### config.mk
export PLATFORM = sky130hd
export DESIGN_NAME = maj_net_eval
export DESIGN_NICKNAME = d
export VERILOG_FILES = /design/src/rtl/maj_net_pkg.sv /design/src/rtl/maj3_cell.sv /design/src/rtl/maj_net_eval.sv
export SDC_FILE = /design/constraint.sdc
export NUM_CORES = 1
export LEC_CHECK = 0
export BUFFER_PORTS_ARGS = -buffer_cell sky130_fd_sc_hd__buf_2
export CAP_MARGIN = 20
export CORE_MARGIN = 4
export CORE_UTILIZATION = 35
export DETAILED_ROUTE_END_ITERATION = 6
export GPL_TIMING_DRIVEN = 1
export HOLD_SLACK_MARGIN = 0.02
export MAX_ROUTING_LAYER = met4
export PLACE_DENSITY_LB_ADDON = 0.08
export SLEW_MARGIN = 40
export SYNTH_ARGS = -nofsm -noshare
export SYNTH_HDL_FRONTEND = slang
export SYNTH_SLANG_ARGS = --single-unit
### constraint.sdc
create_clock -name clk -period 10.95 [get_ports clk]
set_input_delay 1.095 -clock clk [delete_from_list [all_inputs] [get_ports clk]]
set_output_delay 1.095 -clock clk [all_outputs]
set_load 0.01 [all_outputs]
### src/rtl/maj_net_pkg.sv
// Shared types for the majority-gate network evaluator.
//   state_e : controller states
//   gate_t  : one gate-program entry (three operand selects plus complement bits)
//   node_w  : width of a node select for a given input/gate count
package maj_net_pkg;

    // Select fields are stored at a fixed width so the entry type stays parameter-free.
    // node_w(NUM_IN, MAX_GATES) must not exceed this.
    localparam int unsigned SelW = 8;

    typedef enum logic [1:0] {
        StIdle,
        StEval,
        StDone
    } state_e;

    typedef struct packed {
        logic [SelW-1:0] sel_a;
        logic [SelW-1:0] sel_b;
        logic [SelW-1:0] sel_c;
        logic [2:0]      inv;   // {c, b, a}
    } gate_t;

    function automatic int unsigned node_w(input int unsigned num_in,
                                           input int unsigned max_gates);
        return $clog2(1 + num_in + max_gates);
    endfunction

endpackage

### src/rtl/maj3_cell.sv
// Three-input majority with optional per-operand complement.
//   a_i, b_i, c_i : operand values
//   inv_i         : complement bits {c, b, a}
//   y_o           : maj(a^inv[0], b^inv[1], c^inv[2])
module maj3_cell (
    input  logic       a_i,
    input  logic       b_i,
    input  logic       c_i,
    input  logic [2:0] inv_i,
    output logic       y_o
);

    logic a, b, c;

    always_comb begin
        a   = a_i ^ inv_i[0];
        b   = b_i ^ inv_i[1];
        c   = c_i ^ inv_i[2];
        y_o = (a & b) | (a & c) | (b & c);
    end

endmodule

### src/rtl/maj_net_eval.sv
// Programmable majority-gate network evaluator. A small program memory describes up to
// MAX_GATES majority gates; one shared maj3_cell evaluates one gate per cycle. Single mode
// evaluates the network for in_vec, sweep mode builds the full truth table.
//   clk, rst                     : clock, synchronous active-high reset
//   cfg_we/cfg_addr/cfg_sel_*/cfg_inv : program write port (ignored while busy)
//   cfg_num_gates                : active gate count, sampled at accept
//   in_valid/in_ready/in_vec/mode: request handshake
//   out_valid/out_ready          : result handshake
//   out_bit, tt_out              : single-mode result, sweep truth table
//   busy                         : controller not idle
module maj_net_eval
    import maj_net_pkg::*;
#(
    parameter int unsigned NUM_IN    = 7,
    parameter int unsigned MAX_GATES = 16,
    localparam int unsigned NODE_W   = node_w(NUM_IN, MAX_GATES),
    localparam int unsigned AW       = $clog2(MAX_GATES),
    localparam int unsigned GW       = $clog2(MAX_GATES + 1),
    localparam int unsigned NVEC     = 2 ** NUM_IN
) (
    input  logic              clk,
    input  logic              rst,
    input  logic              cfg_we,
    input  logic [AW-1:0]     cfg_addr,
    input  logic [NODE_W-1:0] cfg_sel_a,
    input  logic [NODE_W-1:0] cfg_sel_b,
    input  logic [NODE_W-1:0] cfg_sel_c,
    input  logic [2:0]        cfg_inv,
    input  logic [GW-1:0]     cfg_num_gates,
    input  logic              in_valid,
    output logic              in_ready,
    input  logic [NUM_IN-1:0] in_vec,
    input  logic              mode,
    output logic              out_valid,
    input  logic              out_ready,
    output logic              out_bit,
    output logic [NVEC-1:0]   tt_out,
    output logic              busy
);

    localparam int unsigned NumNodes = 1 + NUM_IN + MAX_GATES;

    state_e               state_q, state_d;
    logic [NUM_IN-1:0]    in_vec_q, in_vec_d;
    logic [NUM_IN-1:0]    vec_cnt_q, vec_cnt_d;
    logic                 mode_q, mode_d;
    logic [GW-1:0]        g_q, g_d;
    logic [AW-1:0]        gate_idx_q, gate_idx_d;
    logic [MAX_GATES-1:0] gate_val_q, gate_val_d;
    logic [NVEC-1:0]      tt_acc_q, tt_acc_d;
    logic [NVEC-1:0]      tt_out_q, tt_out_d;
    logic                 out_bit_q, out_bit_d;
    logic                 out_valid_q, out_valid_d;

    gate_t prog_q [MAX_GATES];

    logic [NUM_IN-1:0] cur_vec;
    gate_t             cur_gate;
    logic              op_a, op_b, op_c, cell_y;
    logic              last_gate, fn_val;

    // Node 0 is constant 0, then the inputs, then the gate values. Out-of-range selects
    // read 0; gates not yet evaluated for this vector are still cleared and read 0 too.
    function automatic logic node_val(input logic [SelW-1:0]      sel,
                                      input logic [NUM_IN-1:0]    x,
                                      input logic [MAX_GATES-1:0] gv);
        logic [NumNodes-1:0] nodes;
        nodes = {gv, x, 1'b0};
        if (32'(sel) < NumNodes) begin
            return nodes[sel[NODE_W-1:0]];
        end
        return 1'b0;
    endfunction

    // Program memory: deliberately not reset so the program survives rst.
    always_ff @(posedge clk) begin
        if (cfg_we && (state_q == StIdle) && (32'(cfg_addr) < MAX_GATES)) begin
            prog_q[cfg_addr] <= '{sel_a: SelW'(cfg_sel_a),
                                  sel_b: SelW'(cfg_sel_b),
                                  sel_c: SelW'(cfg_sel_c),
                                  inv:   cfg_inv};
        end
    end

    always_comb begin
        cur_vec  = mode_q ? vec_cnt_q : in_vec_q;
        cur_gate = prog_q[gate_idx_q];
        op_a     = node_val(cur_gate.sel_a, cur_vec, gate_val_q);
        op_b     = node_val(cur_gate.sel_b, cur_vec, gate_val_q);
        op_c     = node_val(cur_gate.sel_c, cur_vec, gate_val_q);
    end

    maj3_cell u_cell (
        .a_i   (op_a),
        .b_i   (op_b),
        .c_i   (op_c),
        .inv_i (cur_gate.inv),
        .y_o   (cell_y)
    );

    always_comb begin
        state_d     = state_q;
        in_vec_d    = in_vec_q;
        vec_cnt_d   = vec_cnt_q;
        mode_d      = mode_q;
        g_d         = g_q;
        gate_idx_d  = gate_idx_q;
        gate_val_d  = gate_val_q;
        tt_acc_d    = tt_acc_q;
        tt_out_d    = tt_out_q;
        out_bit_d   = out_bit_q;
        out_valid_d = out_valid_q;

        // G = 0 still spends one EVAL cycle and yields 0.
        last_gate = (g_q == '0) || (GW'(gate_idx_q) + GW'(1) == g_q);
        fn_val    = (g_q == '0) ? 1'b0 : cell_y;

        unique case (state_q)
            StIdle: begin
                if (in_valid) begin
                    state_d    = StEval;
                    in_vec_d   = in_vec;
                    mode_d     = mode;
                    g_d        = (cfg_num_gates > GW'(MAX_GATES)) ? GW'(MAX_GATES)
                                                                 : cfg_num_gates;
                    gate_idx_d = '0;
                    gate_val_d = '0;
                    vec_cnt_d  = '0;
                    tt_acc_d   = '0;
                end
            end
            StEval: begin
                gate_val_d[gate_idx_q] = cell_y;
                if (last_gate) begin
                    tt_acc_d[vec_cnt_q] = fn_val;
                    gate_idx_d          = '0;
                    gate_val_d          = '0;
                    if (!mode_q || (&vec_cnt_q)) begin
                        state_d = StDone;
                        // Results only become visible on DONE entry.
                        if (mode_q) begin
                            tt_out_d = tt_acc_d;
                        end else begin
                            out_bit_d = fn_val;
                        end
                    end else begin
                        vec_cnt_d = vec_cnt_q + NUM_IN'(1);
                    end
                end else begin
                    gate_idx_d = gate_idx_q + AW'(1);
                end
            end
            StDone: begin
                // out_valid is registered: it rises one cycle after DONE entry.
                out_valid_d = 1'b1;
                if (out_valid_q && out_ready) begin
                    state_d     = StIdle;
                    out_valid_d = 1'b0;
                end
            end
            default: state_d = StIdle;
        endcase
    end

    always_ff @(posedge clk) begin
        if (rst) begin
            state_q     <= StIdle;
            in_vec_q    <= '0;
            vec_cnt_q   <= '0;
            mode_q      <= 1'b0;
            g_q         <= '0;
            gate_idx_q  <= '0;
            gate_val_q  <= '0;
            tt_acc_q    <= '0;
            tt_out_q    <= '0;
            out_bit_q   <= 1'b0;
            out_valid_q <= 1'b0;
        end else begin
            state_q     <= state_d;
            in_vec_q    <= in_vec_d;
            vec_cnt_q   <= vec_cnt_d;
            mode_q      <= mode_d;
            g_q         <= g_d;
            gate_idx_q  <= gate_idx_d;
            gate_val_q  <= gate_val_d;
            tt_acc_q    <= tt_acc_d;
            tt_out_q    <= tt_out_d;
            out_bit_q   <= out_bit_d;
            out_valid_q <= out_valid_d;
        end
    end

    assign in_ready  = (state_q == StIdle);
    assign busy      = (state_q != StIdle);
    assign out_valid = out_valid_q;
    assign out_bit   = out_bit_q;
    assign tt_out    = tt_out_q;

endmodule

# After elaboration in Yosys (flattened, before gate mapping)

Memory sizes are Yosys's and may differ from the RTL's. A register that Yosys moved wholly into a read port is not among the register bits.
Index checks and enable logic that the tools add are counted.

Register bits: 300
RAM bits: 288
Bits of input ports: 40
Output and inout port bits: 132
Word-level logic and storage cells: 109
Memories: 1

Memory list:

| name   | words | bits a word | read ports | clocked after Yosys merged registers in | wr ports | line               | RTL |
|---|---|---|---|---|---|---|---|
| prog_q | 16    | 18          | 1          | 1                                       | 1        | maj_net_eval.sv:55 | `gate_t prog_q [MAX_GATES];` |

$add $sub $neg: 3
Magnitude comparators: 11
Equal/unequal tests: 8
Multiplexer cells: 47
Bitwise gates (word level): 9
Reduce and logical (&&, ||, !) cells: 19

Operator list:

| kind                                                              | number |
|---|---|
| 2-to-1 mux 128 bit                                                | 2 |
| case mux 128 bit (2 select lines)                                 | 1 |
| bitwise mux 128 bit                                               | 1 |
| 2-to-1 mux 16 bit                                                 | 2 |
| case mux 16 bit (2 select lines)                                  | 1 |
| 2-to-1 mux 7 bit                                                  | 4 |
| < comparator 8 x 5 -> 1 bit, second input constant                | 3 |
| < comparator 5 x 6 -> 1 bit, second input constant                | 3 |
| 2-to-1 mux 1 bit                                                  | 18 |
| bitwise mux 16 bit                                                | 1 |
| 2-to-1 mux 4 bit                                                  | 4 |
| AND reduction 4 bit                                               | 4 |
| binary-select mux 1 bit (select 5 bit)                            | 3 |
| case mux 7 bit (2 select lines)                                   | 1 |
| inequality test 2 bit, second input constant                      | 5 |
| < comparator 7 x 8 -> 1 bit, second input constant                | 1 |
| 2-to-1 mux 2 bit                                                  | 4 |
| case mux 4 bit (2 select lines)                                   | 1 |
| adder 7 x 1 -> 7 bit, second input constant                       | 1 |
| demux 1 bit (select 7 bit)                                        | 1 |
| greater-or-equal comparator 7 x 1 -> 1 bit, second input constant | 1 |
| AND reduction 7 bit                                               | 1 |
| case mux 2 bit (3 select lines)                                   | 1 |
| adder 4 x 1 -> 5 bit, second input constant                       | 1 |
| 21 further kinds                                                  | 32 |

# Longest topological paths before layout

Word-level depth: 13
Mapped depth: 18
Depth with buffers taken out: 12

# Cells and area by module

Synthesis repeated with hierarchy kept, for this count alone.

Cell total of the unflattened synthesis: 2224
Area total of the unflattened synthesis: 25418.1 um^2

By module, submodules not included:

| module       | times used | cells each | area each (um^2) | seq. area each (um^2) |
|---|---|---|---|---|
| maj_net_eval | 1          | 2220       | 25380.6          | 14734.1 |
| maj3_cell    | 1          | 4          | 37.5             | 0.0 |

# Least setup slack after synthesis

Ideal clock, no wire load.

Kind: register -> register
From: register with a tool-made name
To: register tt_acc_q[64]
Setup time: 0.115 ns
Arrival time: 3.331 ns
Data required time: 10.835 ns
Setup slack: 7.504 ns
Stages on the path, launching flop included: 16
Path buffers: 4
Period minus slack after synthesis: 3.446 ns
Cell sequence: dfxtp_1 buf_2 buf_2 mux4_2 mux4_2 inv_1 o221ai_1 a41o_1 o31ai_1 o22ai_1 xor2_1 maj3_2 nand3_4 buf_6 buf_6 o21ai_2

RTL lines:

| element                | line                | RTL |
|---|---|---|
| end signal: assignment | maj_net_eval.sv:186 | `tt_acc_q <= tt_acc_d;` |
| end: declaration       | maj_net_eval.sv:50  | `logic [NVEC-1:0] tt_acc_q, tt_acc_d;` |

==> summary.md <==
| Metric | Value |
|---|---|
| CTS Hold Bufs | `0` |
| Fin. Hold Viols | `0` |
| Syn_nets | `2298` |
| Initial antenna violation count | `3` |
| Setup_tns | `0 ns` |
| Synth cell types | `69` |
| Status | `finished clean` |
| Detail Placement HPWL | `48100 um` |
| CTS tree | `done` |
| Clock power share | `0.466` |
| Clk_skew | `0.0180 ns` |
| H-tree depth | `3` |
| Max Fclk | `0.181 GHz` |
| Io pins | `172` |
| Number of global-route vias before repair | `18.1k` |
| Core area | `0.0715 sq mm` |
| Main combinational cell family by area after synthesis | `simple AND/OR/NAND/NOR gates` |
| Critical path fanouts, max | `59` |
| Multi-input gate area | `0.00992 sq mm` |
| Worst slew margin | `0.440` |
| FF+latch area | `0.0147 sq mm` |
| Drt pass-1 iters | `5` |
| WL final | `76000 um` |
| Pre-CTS setup slack | `5.43 ns` |
| Lkg Pwr | `10.1 nW` |
| Post-Synth Adder-Cell Area | `0.00292` |
| Pint | `3.89 mW` |
| First-pass GRT wire length | `115000 um` |
| Synth Area in Compound Gates | `0.146` |
| Total grt overflow | `0` |
| Total via count in the routed design | `18.2k` |
| Setup bufs post-CTS | `0` |
| Most common cell after layout, fill and taps aside | `dfxtp_1` |
| Layout cells sized above 1 | `0.214` |
| Vias per inst | `5.40` |
| Clk buf depth | `3` |
| Total CTS buffers | `70` |
| Most frequent cells in the layout | `dfxtp_1 (301), nand2_1 (296), edfxtp_1 (288), a21oi_1 (185), buf_2 (170)` |
| Number of enable flip-flop cells after synthesis | `288` |
| DRC violations left | `0` |
| Clock transition at path regs | `0.06 ns` |
| Average wire per standard cell | `22.5 um` |
| Die W | `277 um` |
| Post-route cell area | `0.0297 sq mm` |
| Ys async rst share | `0` |
| Aggregate global-route resource usage | `0.198` |
| Slew @ Worst Pin | `0.840 ns` |
| Simple-gate share of the synthesized area | `0.152` |
| Final antenna-violating net count | `0` |
| Die height | `277 um` |
| Initial core utilization | `0.353` |
| Slew Limit Fails | `0` |
| Fillers | `6762` |
| Post_cts resized | `0` |
| Largest net degree at the start of global routing | `165` |
| Final period util | `0.505` |
| Peak VDD IR | `0.000100 V` |
| RePlAce Congestion | `0.867` |
| Site Rows | `98` |
| Finish-stage setup viols | `0` |
| Cell area after synthesis | `0.0253 sq mm` |
| Top_reg_cell synth | `dfxtp_1` |
| P_sw | `1.18 mW` |
| Post-Synth XOR/XNOR Area | `0.00381` |
| Setup crit start kind | `flop` |
| Sequential fraction of the synthesis area | `0.583` |
| Class of the worst hold path | `flop to flop` |
| Total chip power | `5.07 mW` |
| CP required | `11.41 ns` |
| Multiplexer share of the synthesized area | `0.0801` |
| Die footprint | `0.0765 sq mm` |
| RSZ-0062 raised after global routing | `no` |
| Final #Nets | `2416` |
| Beginning of the worst hold path | `tt_out[104]$_SDFFE_PP0P_` |
| Register bit total from synthesis | `592` |
| CP endpoint kind | `flop` |
| Clk sink count | `592` |
| P&R area growth vs syn | `17.5%` |
| Area after detailed placement | `0.0273 sq mm` |
| Min Tclk post-route | `5.53 ns` |
| Root Buffer | `clkbuf_16` |
| Drt initial violations | `1429` |
| Clock Latency Late Sink | `0.61 ns` |
| Warnings, synthesis | `0` |
| Kind of critical path | `flop to flop` |
| Logic pwr share | `0.071` |
| Worst setup margin | `5.42 ns` |
| Cell count after synthesis | `2253` |
| Port bufs | `171` |
| Flop pwr share | `0.463` |
| Syn Area/Cell | `11.2 sq um` |
| Worst EP arrival | `5.99 ns` |
| Power density over the cells | `171 mW/mm^2` |
| Max-cap violations | `0` |
| Sw Share | `0.232` |
layer usage:
| layer | vias to the layer above | routed length (um) | global-route usage |
|---|---|---|---|
| met3 | 110 | 3450 | 0.0314 |
| met1 | 9100 | 34600 | 0.266 |
| met4 | 0 | 1880 | 0.0511 |
| li1 | 8602 | - | - |
| met2 | 434 | 36100 | 0.317 |
| met5 | - | 0 | - |
synth_stat cells, types with 20 or more instances:
library cell  number  share of area
o22ai_1           28         0.0069
nor3_1            38         0.0075
nand2b_1          20         0.0050
nand2_1          296          0.044
nand3b_1         110          0.033
edfxtp_1         288           0.34
mux2_2            24          0.011
or3b_2            24         0.0083
dfxtp_1          304           0.24
a21o_1           104          0.031
a21oi_1          186          0.037
nor2_1            61         0.0091
mux2i_1           45          0.018
o21ai_2           50          0.017
o21ai_0          115          0.023
nand3_1          138          0.027
clkbuf_1         118          0.018
mux4_2            52          0.046
buf_2             22         0.0044
layout make-up:
| cell class | instances | area share |
|---|---|---|
| Clock buffer | 94 | 0.0672 |
| Antenna cell | 2 | 0.000169 |
| Inverter | 15 | 0.00190 |
| Timing Repair Buffer | 212 | 0.0485 |
| Multi-Input combinational cell | 1480 | 0.334 |
| Clock inverter | 33 | 0.0114 |
| Tap cell | 950 | 0.0400 |
| Sequential cell | 592 | 0.497 |
worst max-delay path, stage by stage (launching register included):
cell       delay, ns
dfxtp_4         0.64
buf_4           0.49
buf_12          0.28
mux2_1          0.20
o22ai_1         0.08
nor3_1          0.48
or2_1           0.44
a2111oi_0       0.19
o41a_1          0.41
o22ai_1         0.20
xor2_1          0.13
maj3_2          0.39
nand3_4         0.43
buf_4           0.73
o21ai_0         0.22
stage by stage:
stage	utilization	hold WS, ns	std cells
after floorplan	-	0.434	2253
after global placement	0.377	0.438	3233
after detailed placement	0.382	0.441	3249
after CTS	0.415	0.449	3376
after global routing	0.415	0.465	3378
final	0.415	0.445	3378
cell families (layout without fill, tap and decap cells):
| group | Yosys count | after routing |
|---|---|---|
| simple gates | 754 | 754 |
| flops | 592 | 592 |
| compound gates | 577 | 577 |
| buf+inv | 181 | 354 |
| mux | 132 | 132 |
| xor+xnor | 11 | 11 |
| fa+ha+maj | 6 | 6 |
| other cells | 0 | 2 |
path summary, 6_finish.rpt:
kind | slack [ns] | depth (start not counted) | endpoint
setup reg to reg | 5.42 | 14 | tt_acc_q[111]$_SDFFE_PP0P_
hold / removal | 0.44 | 2 | tt_out[104]$_SDFFE_PP0P_
setup / recovery | 5.42 | 14 | tt_acc_q[111]$_SDFFE_PP0P_
hold reg to reg | 0.44 | 2 | tt_out[104]$_SDFFE_PP0P_
sequential cells by signal, summed over array words and instances, names as in the netlist, named ones only:
signal      count
gate_idx_q      4
in_vec_q        7
prog_q        288
gate_val_q     16
out_valid       1
tt_out        128
tt_acc_q      128
g_q             5
out_bit         1
state_q         2
vec_cnt_q       7
mode_q          1
power groups by stage:
stage	Sequential, mW	Combinational [mW]	Clock [mW]
3_5_place_dp	2.40	0.360	0
4_1_cts	2.35	0.361	2.43
3_3_place_gp	2.40	0.347	0
2_1_floorplan	2.39	0.248	0
5_1_grt	2.35	0.392	2.52
6_report	2.35	0.360	2.36
Power figures use the tool's default switching activity.
